<file path="src/rtl/rv32_bus_fabric.sv">
// rv32_bus_fabric: routes picorv32 native-bus requests to one of N_TARGETS
// address-decoded targets. Unmapped addresses and targets that never answer
// within TIMEOUT cycles complete with ERR_DATA and are logged in sticky
// error status (flag, last address, saturating count).
module rv32_bus_fabric #(
  parameter int                      N_TARGETS   = 3,
  parameter logic [64*N_TARGETS-1:0] ADDR_RANGES = {32'h00000000, 32'h0000ffff,
                                                    32'hfffffffc, 32'hffffffff,
                                                    32'h00010000, 32'h00020000},
  parameter int                      TIMEOUT     = 255,
  parameter logic [31:0]             ERR_DATA    = 32'hdeadbeef,
  parameter int                      CNT_WIDTH   = 8
) (
  input  logic                    clk,
  input  logic                    reset,
  input  logic                    rv32_valid,
  output logic                    rv32_ready,
  input  logic [31:0]             rv32_addr,
  output logic [31:0]             rv32_rdata,
  output logic [N_TARGETS-1:0]    valids,
  input  logic [N_TARGETS-1:0]    readys,
  input  logic [32*N_TARGETS-1:0] rdatas,
  input  logic                    err_clear,
  output logic                    err,
  output logic [31:0]             err_addr,
  output logic [CNT_WIDTH-1:0]    err_count
);

  // Wait counter only has to reach TIMEOUT-1.
  localparam int WAIT_W = (TIMEOUT > 1) ? $clog2(TIMEOUT) : 1;
  localparam logic [WAIT_W-1:0] WAIT_LAST = WAIT_W'((TIMEOUT > 0) ? TIMEOUT - 1 : 0);
  localparam bit TIMEOUT_EN = (TIMEOUT != 0);

  typedef enum logic [1:0] {
    S_IDLE,
    S_ACTIVE,
    S_RESP
  } state_t;

  state_t                 r_state;
  logic [N_TARGETS-1:0]   r_valids;
  logic                   r_ready;
  logic [31:0]            r_rdata;
  logic [WAIT_W-1:0]      r_wait_cnt;
  logic                   r_err;
  logic [31:0]            r_err_addr;
  logic [CNT_WIDTH-1:0]   r_err_count;

  // w_match is indexed by target number; w_sel_onehot and r_valids use the
  // port bit order (target i at bit N_TARGETS-1-i).
  logic [N_TARGETS-1:0]   w_match;
  logic [N_TARGETS-1:0]   w_sel_onehot;
  logic [32*N_TARGETS-1:0] w_rdata_mask;
  logic                   w_hit;
  logic                   w_sel_ready;
  logic [31:0]            w_sel_rdata;
  logic                   w_timeout;
  logic                   w_err_event;

  for (genvar gi = 0; gi < N_TARGETS; gi++) begin : g_target
    localparam logic [31:0] LO = ADDR_RANGES[64*(N_TARGETS-1-gi)+63 -: 32];
    localparam logic [31:0] HI = ADDR_RANGES[64*(N_TARGETS-1-gi)+31 -: 32];
    // Targets with a smaller index than gi; any of them matching takes priority.
    localparam logic [N_TARGETS-1:0] LOWER = N_TARGETS'((33'd1 << gi) - 33'd1);

    // Unsigned range test via 33-bit differences: the borrow bit flags "below".
    logic [32:0] w_from_lo;
    logic [32:0] w_to_hi;
    assign w_from_lo = {1'b0, rv32_addr} - {1'b0, LO};
    assign w_to_hi   = {1'b0, HI} - {1'b0, rv32_addr};
    assign w_match[gi] = ~w_from_lo[32] & ~w_to_hi[32];

    assign w_sel_onehot[N_TARGETS-1-gi] = w_match[gi] & ~(|(w_match & LOWER));

    // Per-bit mask used to pick the selected target's read data.
    assign w_rdata_mask[32*gi +: 32] = {32{r_valids[gi]}};
  end

  assign w_hit       = |w_match;
  assign w_sel_ready = |(readys & r_valids);
  assign w_timeout   = TIMEOUT_EN && (r_wait_cnt == WAIT_LAST);

  // AND-OR mux of target read data, steered by the latched one-hot select.
  always_comb begin
    w_sel_rdata = '0;
    for (int j = 0; j < N_TARGETS; j++) begin
      w_sel_rdata = w_sel_rdata | 32'((rdatas & w_rdata_mask) >> (32 * j));
    end
  end

  // Error events: unmapped request in IDLE, or the selected target timing out.
  always_comb begin
    w_err_event = 1'b0;
    if (r_state == S_IDLE) begin
      w_err_event = rv32_valid && !w_hit;
    end else if (r_state == S_ACTIVE) begin
      w_err_event = w_timeout && !w_sel_ready;
    end
  end

  // Request FSM with registered target strobes, host ready and read data.
  always_ff @(posedge clk or posedge reset) begin
    if (reset) begin
      r_state    <= S_IDLE;
      r_valids   <= '0;
      r_ready    <= 1'b0;
      r_rdata    <= '0;
      r_wait_cnt <= '0;
    end else begin
      case (r_state)
        S_IDLE: begin
          r_ready <= 1'b0;
          if (rv32_valid) begin
            if (w_hit) begin
              r_valids   <= w_sel_onehot;
              r_wait_cnt <= '0;
              r_state    <= S_ACTIVE;
            end else begin
              r_rdata <= ERR_DATA;
              r_ready <= 1'b1;
              r_state <= S_RESP;
            end
          end
        end
        S_ACTIVE: begin
          // A ready in the threshold cycle still counts as normal completion.
          if (w_sel_ready) begin
            r_rdata  <= w_sel_rdata;
            r_valids <= '0;
            r_ready  <= 1'b1;
            r_state  <= S_RESP;
          end else if (w_timeout) begin
            r_rdata  <= ERR_DATA;
            r_valids <= '0;
            r_ready  <= 1'b1;
            r_state  <= S_RESP;
          end else begin
            r_wait_cnt <= r_wait_cnt + 1'b1;
          end
        end
        S_RESP: begin
          r_ready <= 1'b0;
          r_state <= S_IDLE;
        end
        default: begin
          r_valids <= '0;
          r_ready  <= 1'b0;
          r_state  <= S_IDLE;
        end
      endcase
    end
  end

  // Sticky error status; a new error beats a simultaneous clear.
  always_ff @(posedge clk or posedge reset) begin
    if (reset) begin
      r_err       <= 1'b0;
      r_err_addr  <= '0;
      r_err_count <= '0;
    end else if (w_err_event) begin
      r_err      <= 1'b1;
      r_err_addr <= rv32_addr;
      if (err_clear) begin
        r_err_count <= CNT_WIDTH'(1);
      end else if (r_err_count != {CNT_WIDTH{1'b1}}) begin
        r_err_count <= r_err_count + 1'b1;
      end
    end else if (err_clear) begin
      r_err       <= 1'b0;
      r_err_addr  <= '0;
      r_err_count <= '0;
    end
  end

  assign valids     = r_valids;
  assign rv32_ready = r_ready;
  assign rv32_rdata = r_rdata;
  assign err        = r_err;
  assign err_addr   = r_err_addr;
  assign err_count  = r_err_count;

endmodule

</file>
<file path="config.mk">
export PLATFORM = sky130hd
export DESIGN_NAME = rv32_bus_fabric
export DESIGN_NICKNAME = d
export VERILOG_FILES = /design/src/rtl/rv32_bus_fabric.sv
export SDC_FILE = /design/constraint.sdc
export NUM_CORES = 1
export LEC_CHECK = 0
export ABC_AREA = 1
export CAP_MARGIN = 20
export CELL_PAD_IN_SITES_DETAIL_PLACEMENT = 1
export CELL_PAD_IN_SITES_GLOBAL_PLACEMENT = 2
export CORE_MARGIN = 8
export CORE_UTILIZATION = 22
export CTS_BUF_LIST = sky130_fd_sc_hd__clkbuf_4 sky130_fd_sc_hd__clkbuf_8
export DETAILED_ROUTE_END_ITERATION = 8
export PLACE_DENSITY = 0.91
export SYNTH_ARGS = -nofsm -noshare
export SYNTH_HDL_FRONTEND = slang
export SYNTH_SLANG_ARGS = --single-unit
</file>
<file path="constraint.sdc">
create_clock -name clk -period 3.15 [get_ports clk]
set_input_delay 0.63 -clock clk [delete_from_list [all_inputs] [get_ports clk]]
set_output_delay 0.63 -clock clk [all_outputs]
set_load 0.01 [all_outputs]
</file>
# After elaboration in Yosys (flattened, before gate mapping)
# Cells that the tools add are included.
# classes
add_sub_neg,7
reduce_logical,16
n_mux,35
bitwise_logic,15
n_eq_ne,10
# op_table
operator,n
2-to-1 mux 32 bit,6
bitwise AND 96 bit,1
2-to-1 mux 8 bit,8
OR 32 bit,2
one-hot mux 32 bit (2 select lines),1
"subtractor 16 x 32 -> 33 bit, first input constant",1
"subtractor 18 x 32 -> 33 bit, first input constant",1
"subtractor 32 x 17 -> 33 bit, second input constant",1
"subtractor 32 x 32 -> 33 bit, first input constant",1
"subtractor 32 x 32 -> 33 bit, second input constant",1
"adder 8 x 1 -> 8 bit, second input constant",2
one-hot mux 8 bit (2 select lines),1
2-to-1 mux 3 bit,4
"inequality test 2 bit, second input constant",5
one-hot mux 3 bit (3 select lines),1
"== test 8 bit, second input constant",1
2-to-1 mux 1 bit,8
2-to-1 mux 2 bit,4
"inequality test 8 bit, second input constant",1
AND reduction 4 bit,2
NOT 1 bit,7
nonzero test 2 bit,3
OR reduction 3 bit,2
AND reduction 5 bit,1
other kinds (12),18
# totals
in_bits,135
output_inout_bits,77
reg_bits,87

# Depth between registers and ports, before layout
# Gate-level depths: netlist of run 1.
# depth
ltp_word,9
mapped_depth,14

# Least setup slack after synthesis of run 1
# No wires, ideal clock.
# synth_timing
path_type,in2reg
startpoint,in rv32_addr[31]
endpoint,reg r_rdata[10] (netlist: rv32_rdata[10])
arrival_ns,1.667
stages,13
slack_ns,1.366
required_ns,3.034
path_buffers,1
path_cell_list,nor2_1 > nand2_1 > nor2_1 > inv_1 > nor2_1 > nand2_1 > nand3_1 > nand2_1 > nand2_2 > inv_2 > buf_6 > nand2_1 > nand2_1
# synth_via
elab_chain_cells,6
word_cells_on_any_way,15
# synth_lines
element,line,text
"start, declared",18,"input logic [31:0] rv32_addr,"
subtractor 32 x 32 -> 33 bit (tied with other cells),69,"assign w_from_lo = {1'b0, rv32_addr} - {1'b0, LO};"
NOT 1 bit,71,assign w_match[gi] = ~w_from_lo[32] & ~w_to_hi[32];
bitwise AND 1 bit,71,
OR reduction 3 bit (*),79,assign w_hit = |w_match;
inequality test 2 bit (no line) (*),-,
AND reduction 4 bit (no line) (*),-,
"end signal, assigned",128,r_rdata <= w_sel_rdata;
"end, declared",43,logic [31:0] r_rdata;
# Every way passes the cells marked *; elsewhere a longest branch is shown, timed or not.
# A chain may end at the register's enable or synchronous reset.

# Final worst setup path of run 1
# layout_timing
startpoint,in rv32_addr[27]
endpoint,reg r_err_addr[10] (netlist: err_addr[10])
# layout_via
elab_chain_cells,8
word_cells_on_any_way,18
# layout_lines
element,line,text
subtractor 32 x 32 -> 33 bit (tied with other cells),69,
NOT 1 bit,71,
bitwise AND 1 bit,71,
OR reduction 3 bit (*),79,
logical NOT 1 bit (*),95,w_err_event = rv32_valid && !w_hit;
logical AND 1 bit (*),95,
2-to-1 mux 1 bit (*),94,if (r_state == S_IDLE) begin
2-to-1 mux 32 bit or nonzero test 2 bit (tied branches),-,
"end signal, assigned",162,r_err_addr <= rv32_addr;
"end, declared",46,logic [31:0] r_err_addr;
# Marks and branches as above.

==> results.txt, run 1 <==
The worst reg-to-reg path cell count came out at 11. 0 antenna diodes ended up in the layout. The peak-usage layer in the global routing report is met2.

The cell area power density is between 500 and 600 nW/um2. The setup TNS after final layout is 0 ns. The routability congestion estimate from global placement came out at between 0.8 and 0.9. The worst path uses ~78% of the clock period. The min-delay analysis places its worst path in the category flip-flop to flip-flop.

The post-CTS resize count is 0. Clock tree synthesis selected as its root buffer the cell clkbuf_8. The HPWL after detailed placement is 14.1 mm. The headroom to the max-slew limit is 67.3%. The horizontal die dimension is between 150 and 200 um. The multi-input combinational cells in the finished layout cover a total of between 1500 and 2000 um2. The number of hold violations in the final report came out at 0. Row generation in the floorplan step produced 53 rows. The highest ir drop seen on vdd is roughly 230 uV. The via count of the first global-routing pass is between 5000 and 6000. By area the synthesized netlist is led by dfrtp_1 47%, nand2_1 19%, inv_1 5.9%.

The largest total area in the synthesized netlist belongs to dfrtp_1. The pin count of the biggest net entering global routing came out at 61. The finished layout holds approximately 1100 standard cells, fillers aside.

The total of flip-flops plus latches after synthesis came out at 87. The number of H-tree levels is 3. The synthesized area per cell came out at ~7.5 um2. The post-synthesis sequential area ratio came out at between 40% and 50%.

The slew of the pin with the lowest slew margin is roughly 0.49 ns. The slack of the critical path came out at a little over 0.7 ns. The per-cell via count in the routed design is 4.41. Setup repair after global routing left no endpoint under its margin. The leakage power came out at roughly 3.3 nW.

Summing over every cut layer, the via total after detailed routing is slightly below 5000. Counting the fill cells in the layout gives 2561. OpenSTA, run right after detailed placement, puts the worst setup slack at between 0.2 and 0.3 ns. The worst clock skew on the final layout is around 0.019 ns.

The cell area after technology mapping came out at ~4600 um2. The worst setup path is captured at a flip-flop. The total wire length after detailed routing came out at between 15 and 20 mm. The full die area is between 20000 and 30000 um2. The number of nets in the finished design came out at between 900 and 1000. The global route total overflow is 0. The count of routing violations after the opening detailed-route iteration is 274. The signal arrival time at the worst endpoint came out at about 2.7 ns. The placed cell count came out at 1083. The number of antenna violations at the first check in global routing came out at 0. The met3 track demand over resource is 4.63%. Setup violations remaining at the end of the flow were counted as 0. The required time of the worst setup path came out at about 3.4 ns.

The count of nets left with antenna violations once routing finished came out at 0. The critical path launch point type is an input port. The later-pin clock latency in the skew report came out at about 0.37 ns.

The wire length of the first global-routing pass is 29.1 mm. The count of cells along the worst hold path is 2. The initial core utilization is around 22%. The share of cells above drive strength 1 came out at between 6 and 7%.

For this run, the total global-route usage over all layers was measured as 14.0%. In this run the count of I/O pins placed on the die edge is 212. The number of buffers added on ports is between 200 and 250. The final design utilization is 34.8%. The met2 usage came out at 22.0%. The total count of max-transition violations in the final report is 0.

The critical path is of the input port to flip-flop type. The TritonCTS buffer count came out at 9. The global-route met1 utilization is a little under a fifth. The CTS tree is yes.

The number of standard cells after synthesis came out at roughly 610. For this run, design rule violations remaining after detail routing come to 0. The number of nets in the synthesized netlist is ~750. The maximum clock insertion buffer count came out at 2. The number of setup buffers added after CTS is 0. The chip height came out at between 150 and 200 um. The quantity of hold-fixing buffers added after cts is 0. The first detailed-routing pass ran for 4 iterations.

The number of violations of the max-capacitance limit came out at 0. The average wire per standard cell came out at about 16 um. The sequential cell area in the final layout came out at ~2200 um2. The warning count from the yosys run is 0. The number of library cell types mapped by synthesis came out at 30. In this run the biggest area consumer among cell types represents 47.3% of the synthesized area. From synthesis to final layout, the design area changed by 57.2%. The clock drives between 80 and 90 sinks. The clock slew seen by the registers of the worst setup and hold paths is around 0.11 ns.

The flow ran to the end, and the final reports show no timing, DRC or antenna violations. The highest achievable clock rate came out at approximately 410 MHz. The maximum net fanout on the critical path is 18.

The core region area is around 21000 um2. For the finished layout, the period the worst path requires is 2.44 ns.
## cell usage after synthesis, drive strengths merged
cell type    n
a31oi        8
xor2         3
buf         15
nand2      235
a21o         8
nand4       10
a221oi      11
xnor2        1
inv         78
a211oi      14
a21oi       15
ha           3
dfrtp       87
nor3         4
nor2        34
nor4         1
nand3       24
clkbuf      12
o21ai       44
nand3b       1
or2          6
## through the flow
stage	hold WS, ns	total power [mW]	instance area [um2]
after floorplan	0.481	2.28	4600
after global placement	0.461	3.11	7020
after detailed placement	0.465	3.14	7020
after CTS	0.488	4.03	7230
after global routing	0.517	4.25	7230
final	0.485	3.95	7230
## area by class of cell
cell class	count	area share, %
repair buffers	221	30.6
flip-flops and latches	87	30.1
multi-input cells	422	27.5
well taps	275	4.76
inverters	78	4.09
clock buffers	10	1.90
clock inverters	6	1.02
## placed cells by master (no fill, tap or decap), drive strengths merged, types with 3 or more instances in the layout
master	n
a211oi	14
nor2	34
a31oi	8
nand2	235
a221oi	11
nand4	10
nand3	24
o21ai	44
nor3	4
inv	82
buf	10
clkbuf	10
a21oi	15
xor2	3
dfrtp	87
clkdlybuf4s50	211
or2	6
ha	3
a21o	8
## power breakdown
part	switching, mW	internal [mW]
Sequential	0.157	1.35
Clock	0.458	0.402
Combinational	0.839	0.744
Total	1.45	2.50
## flip-flops by register name (all words and copies together) (netlist names)
| register | flops |
|---|---|
| r_state | 2 |
| rv32_rdata | 32 |
| rv32_ready | 1 |
| valids | 3 |
| err_addr | 32 |
| r_wait_cnt | 8 |
| err | 1 |
| err_count | 8 |
## logic make-up (layout without fill, tap and decap cells)
| logic type | after synthesis | count (layout) | synth area share (%) |
|---|---|---|---|
| AOI/OAI and AO/OA | 100 | 100 | 13.3 |
| xor gates and xnor gates | 4 | 4 | 0.762 |
| adders and majority gates | 3 | 3 | 0.816 |
| buffers and inverters | 105 | 315 | 9.44 |
| DFF | 87 | 87 | 47.3 |
| and+or+nand+nor | 315 | 315 | 28.3 |
## layer usage
| layer | vias to the layer above | share of wire, % |
|---|---|---|
| met5 | - | 0 |
| met4 | 0 | 1.3 |
| met3 | 16 | 7.7 |
| met2 | 170 | 44 |
| met1 | 2299 | 47 |
| li1 | 2360 | - |
## final timing paths
kind,startpoint,endpoint,slack (ns)
setup / recovery,rv32_addr[27],err_addr[10]$_DFFE_PP0P_,0.71
hold / removal,rv32_rdata[3]$_DFFE_PP0P_,rv32_rdata[3]$_DFFE_PP0P_,0.48
setup reg to reg,r_wait_cnt[0]$_DFFE_PP0P_,err_addr[10]$_DFFE_PP0P_,0.86
hold reg to reg,rv32_rdata[3]$_DFFE_PP0P_,rv32_rdata[3]$_DFFE_PP0P_,0.48
max in group asynchronous,reset,rv32_rdata[13]$_DFFE_PP0P_,1.87
min in group asynchronous,reset,err_count[3]$_DFFE_PP0P_,0.60
## worst max-delay path: stages
cell,delay [ns]
clkdlybuf4s50_1,0.50
nor2_1,0.15
nand2_1,0.06
nor2_1,0.18
inv_1,0.07
nor2_1,0.14
nand2_1,0.13
nand3_2,0.13
nand2_2,0.25
buf_4,0.30
nand2_1,0.07
o21ai_1,0.07
No activity file was read; power rests on OpenSTA's default activity.
==> run 2: changes to the inputs <==
- CORE_UTILIZATION: 22 -> 20
- PLACE_DENSITY: 0.91 -> 0.88
- clock period: 3.15 -> 2.05 ns (I/O delays scaled with it)
==> run 2 against run 1 <==
  * Combinational power is 75% higher
  * Sequential share of layout area is 1.4 points lower
  * Non-clock buffer count is 30 higher
  * Critical path depth is 10 lower
  * Global-route usage is 0.80 points lower
  * Sequential power is 53% higher
  * Via count is 2.0% higher
  * Power is 59% higher
==> results.txt, run 2 (synthesized netlist as in run 1, its figures left out) <==
The setup slack of the worst register-to-register path came out at 0.20 ns (was 0.86 ns). The highest achievable clock rate came out at a little over 500 MHz. The area growth from synthesis to layout came out at 64.8% (was 57.2%). The maximum net fanout on the critical path is 20 (was 18). The horizontal die dimension came to 168 um (was 161 um). The share of cells above drive strength 1 was 10.7% (was 6.07%).

Critical Path, Cell by Cell: buf_6 -> clkdlybuf4s50_1 (was clkdlybuf4s50_1 -> nor2_1 -> nand2_1 -> nor2_1 -> inv_1 -> nor2_1 -> nand2_1 -> nand3_2 -> nand2_2 -> buf_4 -> nand2_1 -> o21ai_1). The number of vias after detailed routing was 4942 (was 4845). The quantity of hold-fixing buffers added after cts is 0 (unchanged).

The overall global routing resource usage is 13.2% (was 14.0%). The critical-path cell with the highest stage delay is clkdlybuf4s50_1 (unchanged). Result of the run: completed (unchanged).

The leakage power came out at 3.43 nW (was 3.26 nW). The total count of max-transition violations in the final report came out at 0 (unchanged). The number of sinks handled by clock tree synthesis came to 87 (unchanged). The number of I/O pins is 212 (unchanged). The critical register-to-register path startpoint is r_wait_cnt[0]$_DFFE_PP0P_ (unchanged). The post-detailed-route count of antenna-violating nets was 0 (unchanged). The number of H-tree levels came out at 3 (unchanged). The leading cell type in the layout, fill and taps excluded is nand2_1 (unchanged). The worst reg-to-reg path cell count was 10 (was 11).

The peak-usage layer in the global routing report is met2 (unchanged). The HPWL after detailed placement came out at 15.0 mm (was 14.1 mm). The required time of the worst setup path was 1.64 ns (was 3.40 ns).

The delay of the slowest cell on the worst path was 0.57 ns (was 0.50 ns). The signal arrival time at the worst endpoint came to 1.56 ns (was 2.70 ns). The CTS tree is yes (unchanged). The global route total overflow came out at 0 (unchanged). The number of buffers added on ports is 211 (unchanged). The cell area power density came out at 830 nW/um2 (was 547 nW/um2). The critical path launch point type is a flip-flop (was input port). The cell at the root of the clock tree is clkbuf_8 (unchanged).

The maximum clock insertion buffer count is 2 (unchanged). The met2 usage came out at 21.5% (was 22.0%). The antenna diode count is 0 (unchanged). The count of cells along the worst hold path is 3 (was 2). The routed design could run at a clock period as short as slightly below 2 ns. The pin count of the biggest net entering global routing is 50 (was 61).

The number of buffers inserted to repair setup after CTS is 0 (unchanged). The count of routing violations after the opening detailed-route iteration came out at 208 (was 274). The element type at the critical path end is an output pin (was flip-flop). The number of nets in the finished design is 987 (was 957). The full die area is 28100 um2 (was 25800 um2). The initial core utilization was 20.3% (was 22.2%).

The per-cell via count in the routed design is 4.34 (was 4.41). The routability congestion estimate from global placement is 0.811 (was 0.820). The slew of the pin with the lowest slew margin is 0.431 ns (was 0.489 ns). The via count of the first global-routing pass came out at 5335 (was 5236).

The total wire length after detailed routing was 19.0 mm (was 18.0 mm). The headroom to the max-slew limit is 71.2% (was 67.3%). The number of hold violations in the final report came out at 0 (unchanged). The final routed DRC violation total is 0 (unchanged). The hold-critical path endpoint is err_addr[20]$_DFFE_PP0P_ (was rv32_rdata[3]$_DFFE_PP0P_). The terminus of the critical flop-to-flop path is err_addr[30]$_DFFE_PP0P_ (was err_addr[10]$_DFFE_PP0P_). The setup-violating endpoint count in the final report is 0 (unchanged). The worst min-delay path class was input port to flip-flop (was flip-flop to flip-flop). The average wire per standard cell was 16.6 um (was 16.3 um).

The setup TNS after final layout is 0 ns (unchanged). The wire length of the first global-routing pass came to 29.4 mm (was 29.1 mm). The hold path startpoint is rv32_addr[20] (was rv32_rdata[3]$_DFFE_PP0P_). The later-pin clock latency in the skew report came to 0.37 ns (about the same). The core region area came out at 22600 um2 (was 20800 um2).

The clock slew seen by the registers of the worst setup and hold paths came out at 0.10 ns (was 0.11 ns). The worst clock skew on the final layout is 0.00791 ns (was 0.0193 ns). The row count came out at 55 (was 53).

The global-route met1 utilization was 16.6% (was 18.2%). The TritonCTS buffer count was 9 (unchanged). The number of iterations in the first detailed-routing pass is 5 (was 4). The fill cell total of the finished layout came out at 2715 (was 2561). The number of antenna violations at the first check in global routing was 2 (was 0). The met3 track demand over resource came out at 4.68% (was 4.63%). Most frequent cells in the layout: 230 x nand2_1, 210 x clkdlybuf4s50_1, 87 x dfrtp_1, 71 x inv_1, 40 x o21ai_1 (was 232 x nand2_1, 211 x clkdlybuf4s50_1, 87 x dfrtp_1, 71 x inv_1, 40 x o21ai_1). The final worst-path cycle share is a little over nine tenths. The chip height was 168 um (was 161 um). The highest ir drop seen on vdd came out at 417 uV (was 231 uV). The setup slack after placement was -0.322 ns (was 0.298 ns). The number of violations of the max-capacitance limit is 0 (unchanged). The slack of the critical path came out at 0.0772 ns (was 0.708 ns). The type of the worst setup path is flip-flop to output pin (was input port to flip-flop).
-- run 2: per-stage QoR --
stage | hold WS, ns | utilization [%] | instances | power, mW | area, um2
after floorplan | 0.481 | - | 614 | 3.50 | 4600
after global placement | 0.461 | 32.4 | 1123 | 5.07 | 7340
after detailed placement | 0.464 | 32.4 | 1123 | 5.12 | 7340
after CTS | 0.441 | 33.3 | 1139 | 6.39 | 7530
after global routing | 0.423 | 33.5 | 1139 | 6.77 | 7580
final | 0.376 | 33.5 | 1139 | 6.29 | 7580
-- run 2: where the power goes --
part           internal [mW]  switching [mW]  leakage, nW
sequential              2.08           0.231         1.08
clock                  0.475           0.736       0.0888
combinational           1.38            1.39         2.26
total                   3.94            2.35         3.43
-- run 2: per-layer routing --
layer / part of all wire [%] / wire (um)
met5: 0.14 / 27
met1: 47 / 8930
met4: 0.73 / 138
met2: 45 / 8510
met3: 7.1 / 1350
-- run 2: final cells by class --
class                   instances  area [um2]  area share [%]
repair buffers                251        2530            33.4
flip-flops and latches         87        2180            28.7
multi-input cells             422        2030            26.8
well taps                     285         357            4.70
inverters                      78         299            3.95
clock buffers                  10         131            1.73
clock inverters                 6        52.6           0.693
-- run 2: worst max-delay path, delay by kind of cell (launching register included) --
| kind | cells | cell delay [ns] |
|---|---|---|
| buf+inv | 2 | 0.79 |
| flops | 1 | 0.39 |
-- run 2: repair_timing --
action                                  in CTS  in global routing
endpoints found under the setup margin       1                 85
gates cloned                                 0                  0
gates resized for setup                      1                 17
-- run 2: how the worst max path moves through the flow --
stage | endpoint | slack (ns) | cells after the start | startpoint
floorplan | err_count[0]$_DFFE_PP0P_ | 0.39 | 12 | r_wait_cnt[0]$_DFFE_PP0P_
global placement | valids[1]$_DFFE_PP0P_ | -0.29 | 13 | rv32_addr[11]
detailed placement | r_wait_cnt[5]$_DFFE_PP0P_ | -0.32 | 14 | rv32_addr[18]
CTS | valids[1] | 0.03 | 2 | valids[1]$_DFFE_PP0P_
global route | r_wait_cnt[4]$_DFFE_PP0P_ | -0.006 | 14 | rv32_addr[18]
finish | valids[1] | 0.08 | 2 | valids[1]$_DFFE_PP0P_
